`config.mk`:
```
export PLATFORM = sky130hd
export DESIGN_NAME = bt_cmd_sched
export DESIGN_NICKNAME = d
export VERILOG_FILES = /design/src/rtl/bt_pkg.sv /design/src/rtl/rr_arb4.sv /design/src/rtl/bt_cmd_sched.sv
export SDC_FILE = /design/constraint.sdc
export NUM_CORES = 1
export LEC_CHECK = 0
export CORE_AREA = 2 2 96 98
export DETAILED_ROUTE_END_ITERATION = 8
export DIE_AREA = 0 0 98 100
export PLACE_DENSITY = 0.73
export SLEW_MARGIN = 40
export SYNTH_ARGS = -nofsm -noshare
export SYNTH_HDL_FRONTEND = slang
export SYNTH_HIERARCHICAL = 1
export SYNTH_SLANG_ARGS = --single-unit
```
`constraint.sdc`:
```
create_clock -name clk -period 4.5 [get_ports clk]
set_input_delay 0.45 -clock clk [delete_from_list [all_inputs] [get_ports clk]]
set_output_delay 0.45 -clock clk [all_outputs]
set_load 0.1 [all_outputs]
```
`src/rtl/bt_pkg.sv`:
```
// Shared types and constants for the BT command scheduler: FSM states,
// requester indices and the command table (start index, byte length).
package bt_pkg;

  typedef enum logic [2:0] {
    ST_PWRUP   = 3'd0,
    ST_W_INIT1 = 3'd1,
    ST_W_INIT2 = 3'd2,
    ST_IDLE    = 3'd3,
    ST_BUSY    = 3'd4
  } state_e;

  localparam logic [1:0] REQ_NEXT = 2'd0;
  localparam logic [1:0] REQ_PREV = 2'd1;
  localparam logic [1:0] REQ_VOLU = 2'd2;
  localparam logic [1:0] REQ_VOLD = 2'd3;

  localparam logic [4:0] INIT1_START = 5'd0;
  localparam logic [3:0] INIT1_LEN   = 4'd6;
  localparam logic [4:0] INIT2_START = 5'd6;
  localparam logic [3:0] INIT2_LEN   = 4'd10;
  localparam logic [4:0] NEXT_START  = 5'd16;
  localparam logic [3:0] NEXT_LEN    = 4'd4;
  localparam logic [4:0] PREV_START  = 5'd20;
  localparam logic [3:0] PREV_LEN    = 4'd4;
  localparam logic [4:0] VOLU_START  = 5'd24;
  localparam logic [3:0] VOLU_LEN    = 4'd4;
  localparam logic [4:0] VOLD_START  = 5'd28;
  localparam logic [3:0] VOLD_LEN    = 4'd4;

  typedef struct packed {
    logic [4:0] start;
    logic [3:0] len;
  } cmd_t;

  function automatic cmd_t req_cmd(input logic [1:0] idx);
    cmd_t c;
    c = '{start: VOLD_START, len: VOLD_LEN};
    case (idx)
      REQ_NEXT: c = '{start: NEXT_START, len: NEXT_LEN};
      REQ_PREV: c = '{start: PREV_START, len: PREV_LEN};
      REQ_VOLU: c = '{start: VOLU_START, len: VOLU_LEN};
      default:  c = '{start: VOLD_START, len: VOLD_LEN};
    endcase
    return c;
  endfunction

endpackage

```
`src/rtl/rr_arb4.sv`:
```
// Four-way round-robin arbiter: picks the first asserted request searching
// upward from ptr+1 (wrapping), ptr itself having lowest priority.
module rr_arb4 (
  input  logic [3:0] req,
  input  logic [1:0] ptr,
  output logic [3:0] gnt
);

  logic [1:0] idx;

  // Walk from lowest to highest priority so the last hit wins.
  always_comb begin
    gnt = 4'b0000;
    idx = 2'd0;
    for (int i = 4; i >= 1; i--) begin
      idx = ptr + 2'(i);
      if (req[idx]) gnt = 4'b0001 << idx;
    end
  end

endmodule

```
`src/rtl/bt_cmd_sched.sv`:
```
// BT module command scheduler: power-up delay, two-step init handshake, then
// round-robin launch of user commands with a response timeout; outputs are registered.
module bt_cmd_sched
  import bt_pkg::*;
#(
  parameter int DLY_W = 17,
  parameter int TO_W  = 20
) (
  input  logic       clk,
  input  logic       rst_n,
  input  logic       next_req,
  input  logic       prev_req,
  input  logic       volu_req,
  input  logic       vold_req,
  input  logic       resp_rcvd,
  output logic       send,
  output logic [4:0] cmd_start,
  output logic [3:0] cmd_len,
  output logic       cmd_n,
  output logic       ready,
  output logic       busy,
  output logic       err
);

  state_e           state_q, state_d;
  logic [DLY_W-1:0] dly_q, dly_d;
  logic [TO_W-1:0]  to_q, to_d, to_nxt;
  logic [3:0]       flag_q, flag_d, flag_clr, gnt, req_pulse;
  logic [1:0]       last_q, last_d, gnt_idx;
  logic             send_q, send_d, err_q, err_d;
  logic [4:0]       cmd_start_q, cmd_start_d;
  logic [3:0]       cmd_len_q, cmd_len_d;
  logic             waiting, dly_hit, to_hit;
  cmd_t             gnt_cmd;

  assign req_pulse = {vold_req, volu_req, prev_req, next_req};
  assign waiting   = (state_q == ST_W_INIT1) || (state_q == ST_W_INIT2) || (state_q == ST_BUSY);

  rr_arb4 u_arb (
    .req (flag_q),
    .ptr (last_q),
    .gnt (gnt)
  );

  always_comb begin
    gnt_idx = 2'd0;
    for (int i = 0; i < 4; i++) begin
      if (gnt[i]) gnt_idx = 2'(i);
    end
  end

  assign gnt_cmd = req_cmd(gnt_idx);

  always_comb begin
    dly_d = dly_q;
    if (state_q == ST_PWRUP && !(&dly_q)) dly_d = dly_q + DLY_W'(1);
    to_nxt = to_q;
    if (waiting && !(&to_q)) to_nxt = to_q + TO_W'(1);
  end

  // A response arriving in the same cycle as the timeout takes precedence.
  assign dly_hit = (state_q == ST_PWRUP) && (&dly_d);
  assign to_hit  = waiting && (&to_nxt) && !resp_rcvd;

  always_ff @(posedge clk or negedge rst_n) begin
    if (!rst_n) begin
      state_q     <= ST_PWRUP;
      dly_q       <= '0;
      to_q        <= '0;
      flag_q      <= 4'b0000;
      last_q      <= 2'd3;
      send_q      <= 1'b0;
      err_q       <= 1'b0;
      cmd_start_q <= 5'd0;
      cmd_len_q   <= 4'd0;
    end else begin
      state_q     <= state_d;
      dly_q       <= dly_d;
      to_q        <= to_d;
      flag_q      <= flag_d;
      last_q      <= last_d;
      send_q      <= send_d;
      err_q       <= err_d;
      cmd_start_q <= cmd_start_d;
      cmd_len_q   <= cmd_len_d;
    end
  end

  always_comb begin
    state_d = state_q;
    case (state_q)
      ST_PWRUP:   if (dly_hit) state_d = ST_W_INIT1;
      ST_W_INIT1: if (resp_rcvd) state_d = ST_W_INIT2;
      ST_W_INIT2: if (resp_rcvd) state_d = ST_IDLE;
      ST_IDLE:    if (|flag_q) state_d = ST_BUSY;
      ST_BUSY:    if (resp_rcvd || to_hit) state_d = ST_IDLE;
      default:    state_d = ST_PWRUP;
    endcase
  end

  // Launch decisions; an INIT timeout re-sends the same entry.
  always_comb begin
    send_d      = 1'b0;
    err_d       = 1'b0;
    cmd_start_d = cmd_start_q;
    cmd_len_d   = cmd_len_q;
    flag_clr    = 4'b0000;
    last_d      = last_q;
    case (state_q)
      ST_PWRUP: begin
        if (dly_hit) begin
          send_d      = 1'b1;
          cmd_start_d = INIT1_START;
          cmd_len_d   = INIT1_LEN;
        end
      end
      ST_W_INIT1: begin
        if (resp_rcvd) begin
          send_d      = 1'b1;
          cmd_start_d = INIT2_START;
          cmd_len_d   = INIT2_LEN;
        end else if (to_hit) begin
          err_d       = 1'b1;
          send_d      = 1'b1;
          cmd_start_d = INIT1_START;
          cmd_len_d   = INIT1_LEN;
        end
      end
      ST_W_INIT2: begin
        if (to_hit) begin
          err_d       = 1'b1;
          send_d      = 1'b1;
          cmd_start_d = INIT2_START;
          cmd_len_d   = INIT2_LEN;
        end
      end
      ST_IDLE: begin
        if (|flag_q) begin
          send_d      = 1'b1;
          cmd_start_d = gnt_cmd.start;
          cmd_len_d   = gnt_cmd.len;
          flag_clr    = gnt;
          last_d      = gnt_idx;
        end
      end
      ST_BUSY: err_d = to_hit;
      default: ;
    endcase
    to_d   = send_d ? '0 : to_nxt;
    flag_d = (flag_q & ~flag_clr) | req_pulse;
  end

  always_comb begin
    busy  = waiting;
    ready = (state_q == ST_IDLE) || (state_q == ST_BUSY);
  end

  assign send      = send_q;
  assign err       = err_q;
  assign cmd_start = cmd_start_q;
  assign cmd_len   = cmd_len_q;
  assign cmd_n     = ~(&dly_q);

endmodule

```
==> results by stage <==
Outcome:
- The run finished with clean final reports.

Pwr:
- The portion of total power attributed to sequential cells is a little under three fifths.
- The clock network power share is 40.8%.
- IR analysis of the VDD net gives a maximum drop of 0.147 mV.
- For this design the static power due to leakage is around 1.7 nW.
- The proportion of total power due to net switching is a little over a fifth.
- The power share of the combinational group is between 2 and 3%.
- In this run the power spent charging and discharging nets is 185 uW.
- The internal portion of the total power is around 670 uW.
- Dividing total power by cell area gives a power density of 212 nW/um^2.

Worst setup path:
- The count of buffering cells on the critical path with inverters included is 1.
- The signal on the critical path passes through ha_1 > nand2_1 > nor4_1 > ha_1 > or4_1 > or4_1 > o32ai_1 > o211ai_1 > o21a_2 > nor2_2 > buf_4 > o32a_1.
- The setup check on the worst reg-to-reg path leaves a slack of 790 ps.
- At the worst endpoint, the arrival time is 3960 ps.
- The critical path start-end classification is reg2reg.
- The worst setup path is launched from a flip-flop.
- The endpoint of the most critical register-to-register path is cmd_start[2].
- Measured in cells, the most critical reg-to-reg path has a length of 12.
- The kind of cell with the highest combined delay along the critical path is simple AND/OR/NAND/NOR gates.
- The largest incremental delay on the critical path is just over 600 ps.
- For the worst setup path, the data required time is 4750 ps.
- The worst setup path is captured at a flip-flop.
- Among all stages on the critical path, the largest delay is contributed by sky130_fd_sc_hd__or4_1.
- The worst reg2reg path startpoint is dly_q[0].
- The peak fanout along the critical path is 20.

Detailed routing:
- The routed wire length is 8.24 mm.
- The number of violations reported at the end of detailed-routing iteration 0 is 149.
- The detailed router placed between 3000 and 4000 vias in this run.
- In the routed design, unresolved DRC markers number 0.
- The first detailed-routing pass took 4 iterations.
- The via density per instance is a little under 6.
- The number of routed nets with antenna violations is 0.
- The average detailed-routed wire length per instance is approximately 16 um.

Synth:
- By count the netlist is led by sky130_fd_sc_hd__dfrtp_1, sky130_fd_sc_hd__nand2_1, sky130_fd_sc_hd__nand3_1, sky130_fd_sc_hd__nor2_1, sky130_fd_sc_hd__xnor2_1.
- The share of async-settable or async-resettable flops after synthesis is 100%.
- The count of cell types in the netlist is 69.
- Summed over all instances, the cell type with the most area after synthesis is sky130_fd_sc_hd__dfrtp_1.
- The synthesized design contains 0 enable-type register cells.
- The share of Yosys cell area claimed by the top area cell type is between 30 and 40%.
- The count of synthesis-stage warnings from yosys is 6.
- By area the synthesized netlist is led by sky130_fd_sc_hd__dfrtp_1, sky130_fd_sc_hd__xnor2_1, sky130_fd_sc_hd__nand2_1.
- The netlist area before placement is approximately 3800 sq um.
- Counting every instance in the synthesized netlist gives ~420.
- The most instantiated flip-flop cell in the synthesis netlist is sky130_fd_sc_hd__dfrtp_1.
- In this run, synthesis produced a sequential element count of 54.
- sky130_fd_sc_hd__dfrtp_1 is the most common cell in the netlist.
- The average instance area after synthesis is around 9 sq um.
- Sequential elements use a little over a third of the synthesized area.

GRT:
- The first global-routing pass estimated between 10 and 15 mm of wire.
- Entering global routing, the biggest net connects 55 pins.
- The total grt overflow is 0.
- The global routing usage summed across all routing layers is between 10% and 20%.
- The via count of the first global-routing pass came to roughly 2900.
- The number of antenna violations at the first check in global routing came to 0.

Floorplanning:
- Pin placement for this block handled 21 I/O pins.
- The placement row count is 35.
- The starting utilization of the core area is 43.0%.
- The die width is 98 um.
- The core box area is 8890 sq um.
- The total die area is between 9000 and 10000 sq um.
- The die is ~100 um tall.

CTS:
- Clock tree synthesis found a total of between 50 and 60 sinks.
- The H-tree was split into 2 levels.
- The number of hold buffers added after CTS was 0.
- The number of buffers created by CTS is 5.
- The maximum clock insertion buffer count is 2.
- The cell at the root of the clock tree is sky130_fd_sc_hd__clkbuf_8.
- The number of setup buffers added after CTS is 0.
- The number of gates resized after cts is 0.
- The clock tree from TritonCTS is yes.
- The clock reaches the later pin of the worst-skew pair after roughly 310 ps.
- The clock transition at the registers of the reported paths is 100 ps.

STA:
- Across the routed clock network, the largest skew measured is roughly 6.7 ps.
- The final-report max-slew violation count is 0.
- The total of endpoints with negative setup slack in the final report is 0.
- The worst slew margin relative to its limit is ~55%.
- The maximum operating frequency is between 200 and 300 MHz.
- After routing, the total negative slack on setup checks comes to 0 ps.
- The transition time at the pin with the least slew margin is about 670 ps.
- The final critical delay including setup and external delays is 3710 ps.
- The number of failing hold endpoints at the final stage is 0.
- The final clock period utilization by the worst path is 82.4%.
- Setup repair after global routing left no endpoint under its margin.

Placed design:
- The total of buffers placed on input and output ports is 18.
- The final weighted congestion of routability-driven global placement is 0.899.
- The half-perimeter wire length of the detailed placement result is slightly below 6 mm.

Worst hold path:
- The type of the worst min-delay path is in2async.

Final layout:
- The core utilization of the finished layout is approximately 46%.
- The share of final-layout standard cells stronger than drive strength 1 is roughly 14%.
- The count of inserted antenna diode cells is 0.
- At the end of the flow, the number of nets in the layout was 435.
- The area added between synthesis and finish is 5.99%.

Flow run:
- The number of maximum-capacitance violations is 0.
==> cells in the final DEF, fill, tap and decap left out, types with 4 or more instances in the layout <==
cell type	Yosys	final
sky130_fd_sc_hd__o2111ai_1	4	4
sky130_fd_sc_hd__o22ai_1	8	8
sky130_fd_sc_hd__clkbuf_8	0	6
sky130_fd_sc_hd__nor2_1	22	22
sky130_fd_sc_hd__xor2_1	9	9
sky130_fd_sc_hd__mux2i_1	6	6
sky130_fd_sc_hd__dfrtp_1	52	52
sky130_fd_sc_hd__inv_1	12	12
sky130_fd_sc_hd__and4_1	7	7
sky130_fd_sc_hd__buf_2	3	13
sky130_fd_sc_hd__o21ai_0	15	15
sky130_fd_sc_hd__a21oi_1	11	11
sky130_fd_sc_hd__and3_1	9	9
sky130_fd_sc_hd__xnor2_1	22	22
sky130_fd_sc_hd__mux4_2	4	4
sky130_fd_sc_hd__nor3_2	15	15
sky130_fd_sc_hd__nor3_1	9	9
sky130_fd_sc_hd__ha_1	9	9
sky130_fd_sc_hd__nand4_1	8	8
sky130_fd_sc_hd__nand2_1	49	49
sky130_fd_sc_hd__nand3_1	24	24
sky130_fd_sc_hd__a21o_1	7	7
sky130_fd_sc_hd__o211ai_1	10	10
sky130_fd_sc_hd__a31oi_1	6	6
sky130_fd_sc_hd__nand2b_1	14	14
sky130_fd_sc_hd__clkdlybuf4s50_1	0	5
sky130_fd_sc_hd__nor4_1	8	8
==> layout make-up <==
type                            instances  area, sq um
Clock buffer                            6         82.6
Clock inverter                          2         38.8
Fill cell                             850         4840
Inverter                               13         48.8
Multi-Input combinational cell        324         2250
Sequential cell                        54         1350
Tap cell                              111          139
Timing Repair Buffer                   21          138
==> layer usage <==
metal	track usage, %	vias up	routed length (um)
li1	-	1525	-
met1	24.3	1482	3900
met2	26.4	106	3820
met3	2.44	11	404
met4	5.13	0	114
met5	0	-	0
==> cells by family (layout without fill, tap and decap cells) <==
logic type / Yosys count / count (layout) / share of synthesized area [%]
simple gates: 188 / 188 / 29.0
buf+inv: 41 / 42 / 5.80
fa+ha+maj: 9 / 9 / 2.95
other cells: 1 / 2 / 0.0982
compound gates: 84 / 84 / 15.7
mux: 10 / 10 / 3.93
xor+xnor: 31 / 31 / 7.11
flops: 54 / 54 / 35.4
==> how the worst max path moves through the flow <==
stage                from  cells past startpoint            to  slack (ps)
2_1_floorplan  state_q[1]                     11  cmd_start[1]        1210
3_3_place_gp     dly_q[0]                     12  cmd_start[2]         920
3_5_place_dp     dly_q[0]                     12  cmd_start[1]         830
4_1_cts          dly_q[0]                     12  cmd_start[2]         810
5_1_grt          dly_q[0]                     12  cmd_start[2]         590
6_report         dly_q[0]                     12  cmd_start[2]         790
==> power groups by stage <==
| stage | combinational [mW] | sequential, mW | clock (mW) |
|---|---|---|---|
| 6_report | 0.0236 | 0.485 | 0.350 |
| 5_1_grt | 0.0262 | 0.485 | 0.379 |
| 4_1_cts | 0.0246 | 0.485 | 0.365 |
| 3_5_place_dp | 0.0247 | 0.494 | 0 |
| 3_3_place_gp | 0.0243 | 0.494 | 0 |
| 2_1_floorplan | 0.0102 | 0.495 | 0 |
==> worst register-to-register path, cell delays in order, from the launching register on <==
cell and delay [ps]:
sky130_fd_sc_hd__dfrtp_1 490, sky130_fd_sc_hd__ha_1 310, sky130_fd_sc_hd__nand2_1 90, sky130_fd_sc_hd__nor4_1 50, sky130_fd_sc_hd__ha_1 220, sky130_fd_sc_hd__or4_1 610
sky130_fd_sc_hd__or4_1 580, sky130_fd_sc_hd__o32ai_1 230, sky130_fd_sc_hd__o211ai_1 180, sky130_fd_sc_hd__o21a_2 310, sky130_fd_sc_hd__nor2_2 90, sky130_fd_sc_hd__buf_4 300
sky130_fd_sc_hd__o32a_1 190
==> sequential cells by signal, indices dropped and copies added (netlist names) <==
| signal | flops |
|---|---|
| to_q | 20 |
| cmd_start | 4 |
| dly_q | 17 |
| send | 1 |
| state_q | 3 |
| flag_q | 4 |
| err | 1 |
| last_q | 2 |
| cmd_len | 2 |
==> metrics by stage <==
step | instance area [sq um] | std cells | total power, mW | hold WS [ps] | worst slack, ps
6_report | 4050 | 531 | 0.859 | 237 | 792
5_1_grt | 4050 | 531 | 0.890 | 296 | 587
4_1_cts | 4050 | 531 | 0.874 | 278 | 807
3_5_place_dp | 3930 | 523 | 0.519 | 500 | 826
3_3_place_gp | 3990 | 523 | 0.519 | 494 | 920
2_1_floorplan | 3820 | 419 | 0.505 | 154 | 1210
Note: power is estimated with default switching activity, not from simulation.
